$ cat config.mk
export PLATFORM = sky130hd
export DESIGN_NAME = inc16_share_arbiter
export DESIGN_NICKNAME = d
export VERILOG_FILES = /design/src/rtl/inc_arb_pkg.sv /design/src/rtl/inc16.sv /design/src/rtl/rr_arbiter.sv /design/src/rtl/inc16_share_arbiter.sv
export SDC_FILE = /design/constraint.sdc
export NUM_CORES = 1
export LEC_CHECK = 0
export ABC_CLOCK_PERIOD_IN_PS = 5300
export CORE_MARGIN = 5
export CORE_UTILIZATION = 45
export DETAILED_ROUTE_END_ITERATION = 7
export PLACE_DENSITY_LB_ADDON = 0.25
export SLEW_MARGIN = 0
export SYNTH_ARGS = -nofsm -noshare
export SYNTH_HDL_FRONTEND = slang
export SYNTH_HIERARCHICAL = 1
export SYNTH_SLANG_ARGS = --single-unit
$ cat constraint.sdc
create_clock -name clk -period 5.3 [get_ports clk]
set_clock_uncertainty 0.05 [all_clocks]
set_input_delay 1.59 -clock clk [delete_from_list [all_inputs] [get_ports clk]]
set_output_delay 1.59 -clock clk [all_outputs]
set_load 0.02 [all_outputs]
$ cat src/rtl/inc_arb_pkg.sv
// Shared definitions for the time-shared Inc16 counter bank.
//   NUM_REQ_MAX : largest supported requester count
//   WIDTH       : counter width, tied to the Inc16 datapath
//   ptr_t       : round-robin pointer / winner index type
//   onehot()    : index -> one-hot vector of NUM_REQ_MAX bits
package inc_arb_pkg;

   localparam int NUM_REQ_MAX = 8;
   localparam int WIDTH       = 16;
   localparam int PTR_W       = $clog2(NUM_REQ_MAX);

   typedef logic [PTR_W-1:0] ptr_t;

   function automatic logic [NUM_REQ_MAX-1:0] onehot(input ptr_t p);
      logic [NUM_REQ_MAX-1:0] v;
      v = '0;
      v[p] = 1'b1;
      return v;
   endfunction

endpackage

$ cat src/rtl/inc16.sv
// Inc16: 16-bit incrementer with carry out.
//   a    : value to increment
//   sum  : a + 1 (modular)
//   cout : set when a was 16'hFFFF, i.e. the increment wrapped
module inc16
   import inc_arb_pkg::*;
(
   input  logic [WIDTH-1:0] a,
   output logic [WIDTH-1:0] sum,
   output logic             cout
);

   assign {cout, sum} = {1'b0, a} + {{WIDTH{1'b0}}, 1'b1};

endmodule

$ cat src/rtl/rr_arbiter.sv
// Combinational round-robin arbiter.
//   eligible   : per-requester eligibility this cycle
//   ptr        : index with top priority; scan continues ptr+1, ... wrapping
//   grant_next : one-hot winner (all zero when nothing is eligible)
//   win        : winner index (0 when nothing is eligible)
//   valid      : a winner exists
module rr_arbiter
   import inc_arb_pkg::*;
#(
   parameter int NUM_REQ = 4
) (
   input  logic [NUM_REQ-1:0] eligible,
   input  ptr_t               ptr,
   output logic [NUM_REQ-1:0] grant_next,
   output ptr_t               win,
   output logic               valid
);

   logic [NUM_REQ_MAX-1:0] oh_full;

   always_comb begin
      int idx;
      win   = '0;
      valid = 1'b0;
      idx   = 0;
      // Walk the ring starting at ptr; the first eligible index wins.
      for (int k = 0; k < NUM_REQ; k++) begin
         idx = int'(ptr) + k;
         if (idx >= NUM_REQ) idx = idx - NUM_REQ;
         if (!valid && eligible[idx]) begin
            valid = 1'b1;
            win   = ptr_t'(idx);
         end
      end
   end

   always_comb begin
      oh_full    = onehot(win);
      grant_next = valid ? oh_full[NUM_REQ-1:0] : '0;
   end

endmodule

$ cat src/rtl/inc16_share_arbiter.sv
// inc16_share_arbiter: NUM_REQ 16-bit counters sharing one Inc16.
// A round-robin arbiter picks at most one requester per cycle; its counter
// goes through the single incrementer and is written back on the edge.
// Loads are per counter, all apply in parallel, and take precedence over
// an increment of the same counter (that requester simply waits).
//   clk       : rising-edge clock
//   reset     : asynchronous, active-high reset
//   req       : per-requester increment request, held until granted
//   load      : per-requester synchronous load strobe
//   load_data : load values, requester i at [i*WIDTH +: WIDTH]
//   grant     : registered one-hot pulse, increment of counter i committed
//   wrap      : registered pulse, committed increment went 0xFFFF -> 0x0000
//   count     : counter values, requester i at [i*WIDTH +: WIDTH]
module inc16_share_arbiter
   import inc_arb_pkg::*;
#(
   parameter int NUM_REQ = 4
) (
   input  logic                     clk,
   input  logic                     reset,
   input  logic [NUM_REQ-1:0]       req,
   input  logic [NUM_REQ-1:0]       load,
   input  logic [NUM_REQ*WIDTH-1:0] load_data,
   output logic [NUM_REQ-1:0]       grant,
   output logic [NUM_REQ-1:0]       wrap,
   output logic [NUM_REQ*WIDTH-1:0] count
);

   logic [WIDTH-1:0]   cnt [NUM_REQ];
   ptr_t               ptr;
   ptr_t               win;
   ptr_t               ptr_next;
   logic               valid;
   logic [NUM_REQ-1:0] eligible;
   logic [NUM_REQ-1:0] grant_next;
   logic [WIDTH-1:0]   inc_in;
   logic [WIDTH-1:0]   inc_out;
   logic               inc_cout;

   // A load on the same index wins over its increment; req stays pending.
   assign eligible = req & ~load;

   rr_arbiter #(
      .NUM_REQ (NUM_REQ)
   ) u_rr_arbiter (
      .eligible   (eligible),
      .ptr        (ptr),
      .grant_next (grant_next),
      .win        (win),
      .valid      (valid)
   );

   // NUM_REQ:1 mux feeding the one shared incrementer.
   always_comb begin
      inc_in = '0;
      for (int i = 0; i < NUM_REQ; i++) begin
         if (win == ptr_t'(i)) inc_in = cnt[i];
      end
   end

   inc16 u_inc16 (
      .a    (inc_in),
      .sum  (inc_out),
      .cout (inc_cout)
   );

   assign ptr_next = (win == ptr_t'(NUM_REQ - 1)) ? '0 : win + ptr_t'(1);

   always_ff @(posedge clk or posedge reset) begin
      if (reset) begin
         for (int i = 0; i < NUM_REQ; i++) cnt[i] <= '0;
         grant <= '0;
         wrap  <= '0;
         ptr   <= '0;
      end else begin
         for (int i = 0; i < NUM_REQ; i++) begin
            if (load[i]) begin
               cnt[i] <= load_data[i*WIDTH +: WIDTH];
            end else if (grant_next[i]) begin
               cnt[i] <= inc_out;
            end
         end
         grant <= grant_next;
         wrap  <= inc_cout ? grant_next : '0;
         if (valid) ptr <= ptr_next;
      end
   end

   for (genvar g = 0; g < NUM_REQ; g++) begin : g_count
      assign count[g*WIDTH +: WIDTH] = cnt[g];
   end

endmodule

Word-level counts from Yosys, hierarchy flattened

Index checks and enable logic that the tools add are counted.

Bits in registers: 75
Output and inout bits: 72
Logic and storage cells: 84

$add $sub $neg: 9
Magnitude comparators: 10
Equality and inequality tests: 3
Multiplexer cells: 41
Bitwise operators: 2
Reduce and logical (&&, ||, !) cells: 12

Operators by type and width:

| cell                                                                                 | count |
|---|---|
| 16-bit two-way mux                                                                   | 12 |
| 32-bit by 4-bit less-than comparator with 1-bit output, second input constant        | 4 |
| 32-bit two-way mux                                                                   | 4 |
| 32-bit by 4-bit greater-or-equal comparator with 1-bit output, second input constant | 3 |
| 32-bit by 4-bit subtractor with 32-bit output, second input constant                 | 3 |
| 16-bit by 1-bit adder with 17-bit output, second input constant                      | 1 |
| 3-bit two-way mux                                                                    | 5 |
| 1-bit two-way mux                                                                    | 13 |
| 3-bit by 2-bit adder with 4-bit output, second input constant                        | 2 |
| 1-bit binary-select mux with 2-bit select                                            | 4 |
| 4-bit two-way mux                                                                    | 2 |
| 2-bit nonzero test                                                                   | 4 |
| 3-bit by 2-bit equality test with 1-bit output, second input constant                | 2 |
| 3-bit by 1-bit adder with 4-bit output, second input constant                        | 1 |
| 4-bit bitwise AND                                                                    | 1 |
| 1-bit logical AND                                                                    | 4 |
| 3-bit by 4-bit less-than comparator with 1-bit output, second input constant         | 1 |
| 4-bit NOT                                                                            | 1 |
| 3-bit by 3-bit subtractor with 4-bit output, second input constant                   | 1 |
| 3-bit by 1-bit adder with 3-bit output, second input constant                        | 1 |
| 1-bit demux with 3-bit select                                                        | 1 |
| 3-bit by 1-bit equality test with 1-bit output, second input constant                | 1 |
| 3-bit by 1-bit greater-or-equal comparator with 1-bit output, second input constant  | 1 |
| 3-bit greater-or-equal comparator, second input constant                             | 1 |
| other kinds (2)                                                                      | 4 |

Logic depth before layout (Yosys ltp)

Gate-level depths: netlist (run 1).

Depth after elaboration: 23
Gate-level depth with buffers: 23

Modules after synthesis

Netlist (run 1), hierarchy kept.

Modules (own cells, without submodules):

| module              | times used | cells an instance | area an instance (um^2) |
|---|---|---|---|
| inc16_share_arbiter | 1          | 389               | 3867.5 |
| rr_arbiter          | 1          | 57                | 460.4 |
| inc16               | 1          | 44                | 322.8 |

Least setup slack after synthesis (run 1)

No wires, ideal clock.

Path kind: in2reg
Start point: in req[1]
End point: reg cnt (netlist bit count[14])
Setup time: 0.083 ns
Arrival time: 5.187 ns
Data required time: 5.167 ns
Path slack: -0.020 ns
Stages on the path: 19
Cells stage by stage: nor2b_1 > mux4_2 > nand2b_4 > o21a_1 > o22a_1 > nor2_1 > inv_1 > ha_1 > buf_4 > nor2b_2 > buf_6 > a221oi_1 > o21ai_0 > ha_1 > nand4_2 > nor4_2 > xor2_1 > mux2i_1 > o21ai_0

Cells in the longest elaborated chain, start to end: 22

RTL lines:

| element                                               | RTL line                  | source |
|---|---|---|
| start, declared                                       | inc16_share_arbiter.sv:21 | `input logic [NUM_REQ-1:0] req,` |
| 4-bit bitwise AND (*)                                 | inc16_share_arbiter.sv:41 | `assign eligible = req & ~load;` |
| 1-bit binary-select mux with 2-bit select             | rr_arbiter.sv:30          | `if (!valid && eligible[idx]) begin` |
| 1-bit two-way mux (implied by the code) (2 in series) | rr_arbiter.sv:30          |  |
| 1-bit two-way mux                                     | rr_arbiter.sv:30          |  |
| 1-bit logical NOT                                     | rr_arbiter.sv:30          |  |
| 1-bit logical AND                                     | rr_arbiter.sv:30          |  |
| 1-bit two-way mux                                     | rr_arbiter.sv:30          |  |
| 1-bit logical NOT                                     | rr_arbiter.sv:30          |  |
| (+5 left out)                                         | -                         |  |
| net win[1]                                            | inc16_share_arbiter.sv:31 | `ptr_t win;` |
| 3-bit logical NOT                                     | inc16_share_arbiter.sv:57 | `if (win == ptr_t'(i)) inc_in = cnt[i];` |
| 16-bit two-way mux (3 in series)                      | inc16_share_arbiter.sv:57 |  |
| 16-bit two-way mux (*)                                | inc16_share_arbiter.sv:57 |  |
| net inc_in[0]                                         | inc16_share_arbiter.sv:36 | `logic [WIDTH-1:0] inc_in;` |
| 16-bit by 1-bit adder with 17-bit output (*)          | inc16.sv:13               | `assign {cout, sum} = {1'b0, a} + {{WIDTH{1'b0}}, 1'b1};` |
| net inc_out[14]                                       | inc16_share_arbiter.sv:37 | `logic [WIDTH-1:0] inc_out;` |
| 16-bit two-way mux (*)                                | inc16_share_arbiter.sv:79 | `end else if (grant_next[i]) begin` |
| 16-bit two-way mux (*)                                | inc16_share_arbiter.sv:77 | `if (load[i]) begin` |
| end signal, assigned by index                         | inc16_share_arbiter.sv:78 | `cnt[i] <= load_data[i*WIDTH +: WIDTH];` |
| end signal, assigned by index                         | inc16_share_arbiter.sv:80 | `cnt[i] <= inc_out;` |
| end, declared                                         | inc16_share_arbiter.sv:29 | `logic [WIDTH-1:0] cnt [NUM_REQ];` |

The timed path passes the listed nets; every way through them passes the cells marked *. The select of a mux whose other input is x is not followed.
A chain may end at the register's enable or synchronous reset.

Worst setup path after layout (run 1)

Start point: in load[0]
End point: reg cnt (netlist bit count[14])

Cells in the longest elaborated chain, start to end: 23

RTL lines:

| element                                               | RTL line                  | source |
|---|---|---|
| start, declared                                       | inc16_share_arbiter.sv:22 | `input logic [NUM_REQ-1:0] load,` |
| 4-bit NOT (*)                                         | inc16_share_arbiter.sv:41 |  |
| 4-bit bitwise AND (*)                                 | inc16_share_arbiter.sv:41 |  |
| net eligible[0]                                       | inc16_share_arbiter.sv:34 | `logic [NUM_REQ-1:0] eligible;` |
| 1-bit binary-select mux with 2-bit select             | rr_arbiter.sv:30          |  |
| 1-bit two-way mux (implied by the code) (2 in series) | rr_arbiter.sv:30          |  |
| 1-bit two-way mux                                     | rr_arbiter.sv:30          |  |
| 1-bit logical NOT                                     | rr_arbiter.sv:30          |  |
| 1-bit logical AND                                     | rr_arbiter.sv:30          |  |
| (+7 left out)                                         | -                         |  |
| net win[1]                                            | inc16_share_arbiter.sv:31 |  |
| 3-bit logical NOT                                     | inc16_share_arbiter.sv:57 |  |
| 16-bit two-way mux (3 in series)                      | inc16_share_arbiter.sv:57 |  |
| 16-bit two-way mux (*)                                | inc16_share_arbiter.sv:57 |  |
| net inc_in[0]                                         | inc16_share_arbiter.sv:36 |  |
| 16-bit by 1-bit adder with 17-bit output (*)          | inc16.sv:13               |  |
| net inc_out[14]                                       | inc16_share_arbiter.sv:37 |  |
| 16-bit two-way mux (*)                                | inc16_share_arbiter.sv:79 |  |
| 16-bit two-way mux (*)                                | inc16_share_arbiter.sv:77 |  |

Marks and branches as above.

==> run summary, run 1 <==
Via Count: 4757
# rows: 37
Reg-to-reg startpoint: ptr[1]
Final count of pins violating max slew: 0
Critical path class: in2reg
WP depth: 20
Final hold vios: 0
GR met2 Demand/Resource: 0.420
Detailed Routing Iterations Pass 1: 5
Area post-placement: 6730 µm²
Yosys warns: 6
Global Route met1 Usage: 0.359
Post-synth top cells: 90 x o21ai_0, 88 x nand2_1, 75 x dfrtp_1, 67 x mux2i_1, 16 x clkbuf_1
Synth Flop Type: dfrtp_1
Setup ws final: -0.0133 ns
Post-synth top area cell: dfrtp_1
Drt total wl: 17200 µm
Initial Util: 0.457
Hold depth: 2
Reg2reg setup slack: 0.50 ns
NumNets Final: 786
Synth Area in Adders: 0.0188
Area Overhead vs Synth: 61.2%
Slew of the pin with the lowest slew margin: 0.685 ns
Reg-to-Reg End: count[14]
Util after Layout: 0.736
Top Family by Delay on Critical Path: simple AND/OR/NAND/NOR gates
CTS tree: yes
Post-synthesis xor/xnor area fraction: 0.0264
Number of H-tree levels: 3
Status: finished, violations left
CP peak stage delay: 0.52 ns
Vias in the first global route: 4762
First-pass GRT wire length: 26100 µm
Initial antenna violation count: 0
Req. time, crit path: 5.54 ns
Slowest stage cell on the critical path: mux4_2
Failing checks: negative setup slack
Period utilization: 1.00
DR iter-0 viols: 308
Clk_lat worst skew: 0.37 ns
CP cell instances: dlygate4sd2_1, nor2b_4, mux4_2, nand2b_4, o21a_1, o22a_1, nor2_4, inv_2, ha_4, nor2b_4, buf_12, a221oi_2, o21ai_1, ha_2, nand4_4, nor4_4, xor2_1, buf_4, mux2i_1, o21ai_1
Endpoints failing setup: 3
FF-to-FF path depth: 21
Placer Congestion: 0.867
Maximum clock frequency: 0.188 GHz
Die height: 112 µm
Most common cell in the synthesized netlist: o21ai_0
Final Critical Period: 5.31 ns
Post-Syn Instances: 490
Dpl hpwl: 12100 µm
Share of the synthesized area in the top cell type: 0.404
Synth unique cells: 45
Cts hold-fix bufs: 0
Total Routing Usage GR: 0.261
Pin count of the biggest net entering global routing: 45
Seq/Total Area, Yosys: 0.404
Yosys reg bits: 75
Worst slew margin: 0.543
CP Launch Point: load[0]
Largest family of logic cells by synthesized area: multiplexers
Placed insts: 812
Core Region: 10200 µm²
Vias per cell: 5.62
Die area: 12500 µm²
Syn Nets: 571
CTS Sinks: 75
IO Count: 146
Worst min path class: reg2reg
Layout cells sized above 1: 0.265
Critical path arrival: 5.55 ns
# diodes: 0
Max-cap viol count: 0
Mux cell area share after synthesis: 0.175
Crit. End Element: flip-flop
Synthesized area: 4650 µm²
Design area: 7500 µm²
GRT busiest layer: met2
Crit path buf inv count: 4
Final non-filler cell total: 846
Compound-Gate Fraction of Synth Area: 0.175
Synthesized area per cell: 9.49 µm²
CP Max Fanout: 8
Max Root-Sink Buffers: 2
Worst setup SP type: input pin
Drt drc: 0
# port buffers: 145
Simple-gate share of the synthesized area: 0.147
Worst-path clk slew: 0.08 ns
M3 GR Usage: 0.0522
Critical Path Sink: count[14]
CTS buffer count: 9
Grt ovf: 0
Area contributors post-synth: dfrtp_1 40%, mux2i_1 14%, o21ai_0 9.7%
Setup TNS Final: -0.0163 ns
Async SR Flop Fraction: 1.00
CTS root buf: clkbuf_8
Die width: 112 µm
Post-route ant nets: 0
Wire length per cell: 20.3 µm
Post-synth EDFFs: 0
-- worst min-delay path by stage --
stage                  end   start
floorplan           ptr[2]  ptr[2]
global placement    ptr[2]  ptr[2]
detailed placement  ptr[2]  ptr[2]
CTS                 ptr[2]  ptr[2]
global route        ptr[2]  ptr[2]
finish              ptr[2]  ptr[2]
-- through the flow --
stage          worst slack [ns]  hold slack, ns
2_1_floorplan            0.0116           0.472
3_3_place_gp             -0.657           0.515
3_5_place_dp             -0.697           0.512
4_1_cts                 -0.0154           0.524
5_1_grt                  -0.101           0.575
6_report                -0.0133           0.524
-- per-layer routing --
layer  part of all wire  vias to the layer above
met2               0.50                      217
met5                  0                        -
met1               0.43                     2338
met4              0.014                        0
met3              0.061                       27
li1                   -                     2175
-- timing repair --
| item | in CTS | in global routing |
|---|---|---|
| endpoints found under the setup margin | 60 | 60 |
| buffers inserted | 8 | 7 |
| resized for setup | 55 | 50 |
| endpoints found under the hold margin | 0 | 0 |
| pin swaps | 12 | 23 |
| cloned | 1 | 2 |
-- state kept, by name, summed over array words and instances (netlist names) --
register / count
count: 64
grant: 4
ptr: 3
wrap: 4
-- cell type report --
| cell class | count | area (µm²) |
|---|---|---|
| sequential | 75 | 1880 |
| inverter | 15 | 56.3 |
| clock buffer | 10 | 128 |
| fill | 725 | 2690 |
| multi-input combinational | 365 | 2880 |
| timing repair buffer | 239 | 2270 |
| clock inverter | 6 | 114 |
| tap | 136 | 170 |
-- cells by family after synthesis --
kind of cell | Yosys count
compound gates | 129
xor+xnor | 14
fa+ha+maj | 7
buf+inv | 50
flops | 75
mux | 75
simple gates | 140
-- worst reg2reg max path: cells and delay by family, from the launching register on --
kind,cells,cell delay [ns]
compound gates,6,1.07
xor+xnor,1,0.23
fa+ha+maj,3,0.92
buf+inv,5,0.68
flops,1,0.58
mux,2,0.49
simple gates,4,0.73
-- cells in the final DEF (no fill, tap or decap), types with 4 or more instances in the layout --
cell type        netlist  layout
clkdlybuf4s50_1        0     137
nand2_1               88      88
buf_4                  9      81
dfrtp_1               75      75
o21ai_0               90      70
mux2i_1               67      65
o21ai_1                0      17
a221oi_2              10      12
xor2_1                10      10
clkbuf_8               0       9
inv_1                 15       8
inv_2                  0       7
o22ai_2                0       7
nor2b_4                0       6
dlymetal6s2s_1         0       6
buf_6                  2       6
nor2_1                 8       5
buf_12                 0       5
nor3_2                 1       5
nand3_1                6       5
o22ai_1               12       4
and2_1                 4       4
mux2_2                 4       4
ha_4                   0       4
Power of run 1 is not shown: default switching activity piles up to over one toggle a cycle in this logic, so the estimate is an artifact.
==> run 2, diff against run 1 <==
Settings changed: ABC_CLOCK_PERIOD_IN_PS 5300 to 6100.
Clock period 5.3 ns to 6.1 ns, I/O delays scaled along.
==> run 2 against run 1 <==
  * The flow now finishes without violations
  * Count of clock-buffer cells in the layout grew 1
  * Via count shrank 5.2%
  * Non-clock buffer count fell by 33
  * Register-to-register slack better by 0.48 ns
  * Global-route usage fell by 1.4 points
  * First-iteration DRC count shrank 9.7%
  * Critical path depth is 1 lower
  * Critical path type unchanged
  * Critical endpoint is now count[20]
==> run summary, run 2 (same netlist as run 1, synthesis figures left out) <==
Overall Power: 4.97 mW
Initial antenna violation count: 0 (unchanged)
Crit. End Element: flip-flop (unchanged)
Peak supply drop: 435 µV
Req. time, crit path: 6.32 ns (was 5.54 ns)
Area Overhead vs Synth: 46.8% (was 61.2%)
Met3 wire len: 947 µm (was 1050 µm)
Placed insts: 797 (was 812)
# port buffers: 145 (unchanged)
Reg2reg setup slack: 0.98 ns (was 0.50 ns)
Hold_sp: count[42] (was ptr[2])
DR iter-0 viols: 278 (was 308)
Grt ovf: 0 (unchanged)
Largest register FFs: 64 (unchanged)
Post-CTS repair timing setup buffer count: 0 (was 8)
Max Root-Sink Buffers: 2 (unchanged)
Detailed Routing Iterations Pass 1: 5 (unchanged)
Final Critical Period: 5.81 ns
Status: finished, final reports clean (was finished, violations left)
Worst slew margin: 0.434 (was 0.543)
CP Launch Point: load[0] (unchanged)
Final non-filler cell total: 813 (was 846)
Layout cells sized above 1: 0.170 (was 0.265)
Worst min path class: reg2reg (unchanged)
CP Max Fanout: 8 (unchanged)
CTS tree: yes (unchanged)
Clk_lat worst skew: 0.37 ns (about the same)
Pin count of the biggest net entering global routing: 41 (was 45)
Critical path class: in2reg (unchanged)
Vias per cell: 5.55 (was 5.62)
Dpl hpwl: 11900 µm (was 12100 µm)
Top Layer Used: met4 (unchanged)
Met2 wire length: 7100 µm (was 8550 µm)
Power Density: 728 nW/µm²
Die width: 112 µm (unchanged)
Die area: 12500 µm² (unchanged)
Metal-1 WL: 7020 µm (was 7330 µm)
Reg-to-Reg End: count[20] (was count[14])
CTS Sinks: 75 (unchanged)
Worst slack after detailed placement: -0.215 ns (was -0.697 ns)
Drt drc: 0 (unchanged)
Wire length per cell: 19.0 µm (was 20.3 µm)
Reg-to-reg startpoint: ptr[0] (was ptr[1])
Maximum clock frequency: 0.172 GHz
IO Count: 146 (unchanged)
Util after Layout: 0.670 (was 0.736)
Drt total wl: 15400 µm (was 17200 µm)
Worst setup SP type: input pin (unchanged)
FF-to-FF path depth: 18 (was 21)
Core Region: 10200 µm² (unchanged)
Worst hold slack: 0.574 ns (was 0.524 ns)
Critical path arrival: 6.03 ns (was 5.55 ns)
Worst Hold End: count[42] (was ptr[2])
Most common cell after layout, fill and taps aside: clkdlybuf4s50_1 (unchanged)
Die height: 112 µm (unchanged)
CTS root buf: clkbuf_8 (unchanged)
First-pass GRT wire length: 24500 µm (was 26100 µm)
Initial Util: 0.457 (unchanged)
# rows: 37 (unchanged)
NumNets Final: 753 (was 786)
Pleak: 2.84 nW
Number of H-tree levels: 3 (unchanged)
Slew of the pin with the lowest slew margin: 0.848 ns (was 0.685 ns)
Worst-path clk slew: 0.08 ns (about the same)
Setup ws final: 0.288 ns (was -0.0133 ns)
Placer Congestion: 0.943 (was 0.867)
# diodes: 0 (unchanged)
Post-route ant nets: 0 (unchanged)
Final count of pins violating max slew: 0 (unchanged)
Via Count: 4511 (was 4757)
CTS buffer count: 9 (unchanged)
Max-cap viol count: 0 (unchanged)
Vias in the first global route: 4541 (was 4762)
Most frequent cells in the layout: 145 x clkdlybuf4s50_1, 88 x nand2_1, 86 x o21ai_0 (was 137 x clkdlybuf4s50_1, 88 x nand2_1, 81 x buf_4)
Endpoints failing setup: 0 (was 3)
Total Routing Usage GR: 0.247 (was 0.261)
Final hold vios: 0 (unchanged)
# fillers: 820 (was 725)
RSZ-0062 raised after global routing: no
Period utilization: 0.953
Hold depth: 2 (unchanged)
run 2: where the power goes:
group,total (mW),internal (mW),switching [mW],leakage [nW]
clock,0.408,0.213,0.196,0.106
sequential,0.924,0.692,0.231,0.927
combinational,3.64,1.70,1.94,1.81
run 2: metrics by stage:
| step | setup TNS [ns] | instance area, µm² |
|---|---|---|
| after detailed placement | -1.45 | 6590 |
| after global placement | -0.329 | 6590 |
| after floorplan | 0 | 4650 |
| after CTS | 0 | 6800 |
| after global routing | 0 | 6830 |
| final | 0 | 6830 |
run 2: layout make-up:
class / instances / area (µm²) / area share
Multi-Input combinational cell: 365 / 2580 / 0.377
Timing Repair Buffer: 206 / 1930 / 0.283
Sequential cell: 75 / 1880 / 0.275
Tap cell: 136 / 170 / 0.0249
Clock buffer: 11 / 151 / 0.0222
Clock inverter: 5 / 60.1 / 0.00880
Inverter: 15 / 56.3 / 0.00825
run 2: how the worst max path moves through the flow:
stage | cells past startpoint | slack [ns] | end
after floorplan | 19 | 0.54 | count[14]
after global placement | 19 | -0.10 | count[10]
after detailed placement | 19 | -0.22 | count[26]
after CTS | 19 | 0.17 | count[26]
after global routing | 19 | 0.01 | count[14]
final | 19 | 0.29 | count[20]
run 2: metal layers:
metal  GRT usage  up-vias
met5           0        -
met4      0.0973        0
met3      0.0592       34
met2       0.380      182
met1       0.338     2187
li1            -     2108
run 2: critical path, cell delays in order:
cell	delay [ns]
clkdlybuf4s50_1	0.53
nor2b_2	0.10
mux4_2	0.49
nand2b_4	0.16
o21a_1	0.18
o22a_1	0.21
nor2_1	0.19
buf_4	0.15
ha_1	0.22
nor2b_1	0.22
buf_4	0.17
nand2_1	0.07
o21ai_0	0.13
ha_1	0.27
buf_4	0.15
nand3_1	0.10
xnor2_1	0.51
mux2i_1	0.14
o21ai_0	0.20
run 2: what timing repair did:
action                     in CTS  in global routing
setup endpoints to repair       0                 36
gates resized for setup         0                  8
hold buffers                    0                  0
No activity file was read; power rests on OpenSTA's default activity.
==> run 3, diff against run 2 <==
Settings changed: ABC_CLOCK_PERIOD_IN_PS 6100 to not set, MAX_ROUTING_LAYER set to met4.
==> run 3 against run 2 <==
  * Utilization rose by 0.086 points
  * Hold slack got worse by 0.042 ns
  * Combinational power barely moved
  * Largest power group unchanged
  * Clock power rose by 9.3%
  * Flip-flop and latch count did not move
  * Worst setup slack improved by 0.021 ns
  * Count of clock-buffer cells in the layout did not move
  * Highest routed layer unchanged
  * Power rose by 0.90%
  * Register-to-register slack got worse by 0.03 ns
  * Critical endpoint is now count[61]
  * Sequential share of layout area barely moved
  * Final cell count rose by 0.25%
==> run summary, run 3 (same netlist as run 1, synthesis figures left out) <==
# fillers: 859 (was 820)
CP cell instances: clkdlybuf4s50_1, nor2b_1, mux4_2, nor2b_1, or2_2, mux2i_1, inv_1, inv_1, ha_1, nor2b_2, buf_4, buf_12, a221oi_2, o22ai_1, nand4_2, nor4_2, xor2_1, buf_4, mux2i_1, o21ai_0 (was clkdlybuf4s50_1, nor2b_2, mux4_2, nand2b_4, o21a_1, o22a_1, nor2_1, buf_4, ha_1, nor2b_1, buf_4, nand2_1, o21ai_0, ha_1, buf_4, nand3_1, xnor2_1, mux2i_1, o21ai_0)
Pin count of the biggest net entering global routing: 40 (was 41)
Reg2reg setup slack: 0.95 ns (was 0.98 ns)
Max-cap viol count: 0 (unchanged)
Post-CTS repair timing setup buffer count: 0 (unchanged)
Die area: 12500 µm² (unchanged)
Placer Congestion: 0.907 (was 0.943)
Worst min path class: reg2reg (unchanged)
Worst setup SP type: input pin (unchanged)
Largest register FFs: 64 (unchanged)
Power Density: 734 nW/µm² (was 728 nW/µm²)
Period utilization: 0.949 (was 0.953)
IO Count: 146 (unchanged)
Most frequent cells in the layout: 145 x clkdlybuf4s50_1, 88 x nand2_1, 85 x o21ai_0 (was 145 x clkdlybuf4s50_1, 88 x nand2_1, 86 x o21ai_0)
Dpl hpwl: 11900 µm (about the same)
Number of H-tree levels: 3 (unchanged)
Setup ws final: 0.309 ns (was 0.288 ns)
Grt ovf: 0 (unchanged)
Total Routing Usage GR: 0.254 (was 0.247)
Die width: 112 µm (unchanged)
# port buffers: 145 (unchanged)
Critical path arrival: 6.02 ns (was 6.03 ns)
CTS buffer count: 9 (unchanged)
CTS tree: yes (unchanged)
Area Overhead vs Synth: 46.9% (was 46.8%)
Drt total wl: 15200 µm (was 15400 µm)
Max Root-Sink Buffers: 2 (unchanged)
CP Max Fanout: 10 (was 8)
Detailed Routing Iterations Pass 1: 5 (unchanged)
CTS root buf: clkbuf_8 (unchanged)
CP peak stage delay: 0.51 ns (was 0.53 ns)
Status: finished, final reports clean (unchanged)
# rows: 37 (unchanged)
Worst slack after detailed placement: -0.107 ns (was -0.215 ns)
Most common cell after layout, fill and taps aside: clkdlybuf4s50_1 (unchanged)
NumNets Final: 755 (was 753)
First-pass GRT wire length: 24600 µm (was 24500 µm)
Req. time, crit path: 6.33 ns (was 6.32 ns)
Die height: 112 µm (unchanged)
Drt drc: 0 (unchanged)
Final Critical Period: 5.79 ns (was 5.81 ns)
Peak supply drop: 364 µV (was 435 µV)
Initial antenna violation count: 0 (unchanged)
Vias in the first global route: 4534 (was 4541)
Initial Util: 0.457 (unchanged)
Worst slew margin: 0.459 (was 0.434)
Via Count: 4444 (was 4511)
DR iter-0 viols: 289 (was 278)
Endpoints failing setup: 0 (unchanged)
RSZ-0062 raised after global routing: no (unchanged)
Crit. End Element: flip-flop (unchanged)
Wire length per cell: 18.7 µm (was 19.0 µm)
Final count of pins violating max slew: 0 (unchanged)
# diodes: 0 (unchanged)
Core Region: 10200 µm² (unchanged)
Slowest stage cell on the critical path: clkdlybuf4s50_1 (unchanged)
Layout cells sized above 1: 0.165 (was 0.170)
Clk_lat worst skew: 0.36 ns (was 0.37 ns)
Pleak: 2.85 nW (was 2.84 nW)
Maximum clock frequency: 0.173 GHz (was 0.172 GHz)
Critical path class: in2reg (unchanged)
Worst-path clk slew: 0.08 ns (about the same)
CTS Sinks: 75 (unchanged)
Slew of the pin with the lowest slew margin: 0.811 ns (was 0.848 ns)
Vias per cell: 5.45 (was 5.55)
Util after Layout: 0.671 (was 0.670)
Final hold vios: 0 (unchanged)
Post-route ant nets: 0 (unchanged)
[run 3: layout make-up]
| class | count | area, µm² | share of cell area |
|---|---|---|---|
| multi-input combinational | 365 | 2550 | 0.374 |
| timing repair buffer | 208 | 1950 | 0.285 |
| sequential | 75 | 1880 | 0.275 |
| tap | 136 | 170 | 0.0249 |
| clock buffer | 11 | 141 | 0.0207 |
| clock inverter | 5 | 85.1 | 0.0124 |
| inverter | 15 | 56.3 | 0.00824 |
[run 3: final timing paths]
kind	depth (start not counted)	end	startpoint
max in group asynchronous	3	wrap[1]	reset
setup reg to reg	19	count[61]	ptr[0]
setup / recovery	20	count[61]	load[0]
hold reg to reg	2	ptr[2]	ptr[2]
min in group asynchronous	2	count[6]	reset
hold / removal	2	ptr[2]	ptr[2]
[run 3: metrics by stage]
stage | instances | hold slack, ns | TNS [ns] | cell area [µm²] | total power, mW
5_1_grt | 815 | 0.556 | 0 | 6830 | 5.33
2_1_floorplan | 490 | 0.472 | 0 | 4650 | 2.91
4_1_cts | 815 | 0.530 | 0 | 6830 | 4.98
6_report | 815 | 0.532 | 0 | 6830 | 5.02
3_5_place_dp | 799 | 0.514 | -0.813 | 6610 | 4.52
3_3_place_gp | 799 | 0.514 | 0 | 6610 | 4.48
[run 3: power breakdown]
part	leakage (nW)	switching [mW]	total [mW]	internal, mW
clock network	0.110	0.202	0.446	0.244
logic	1.81	1.93	3.65	1.72
registers	0.927	0.226	0.919	0.692
total	2.85	2.36	5.02	2.66
[run 3: critical path: cells and delay by family]
family          cells  cell delay [ns]
mux                 3             0.79
compound gates      3             0.50
xor+xnor            1             0.18
simple gates        6             1.36
buf+inv             6             1.23
fa+ha+maj           1             0.14
[run 3: what timing repair did]
action                     in CTS  in global routing
hold buffers                    0                  0
gates resized for setup         0                  5
setup endpoints to repair       0                 33
[run 3: per-layer routing]
metal,wire length (µm),vias to the layer above,track usage,part of all wire
li1,-,2112,-,-
met1,7080,2161,0.359,0.46
met2,7200,163,0.388,0.47
met3,843,8,0.0424,0.055
met4,125,0,0.0535,0.0082
met5,0,-,-,0
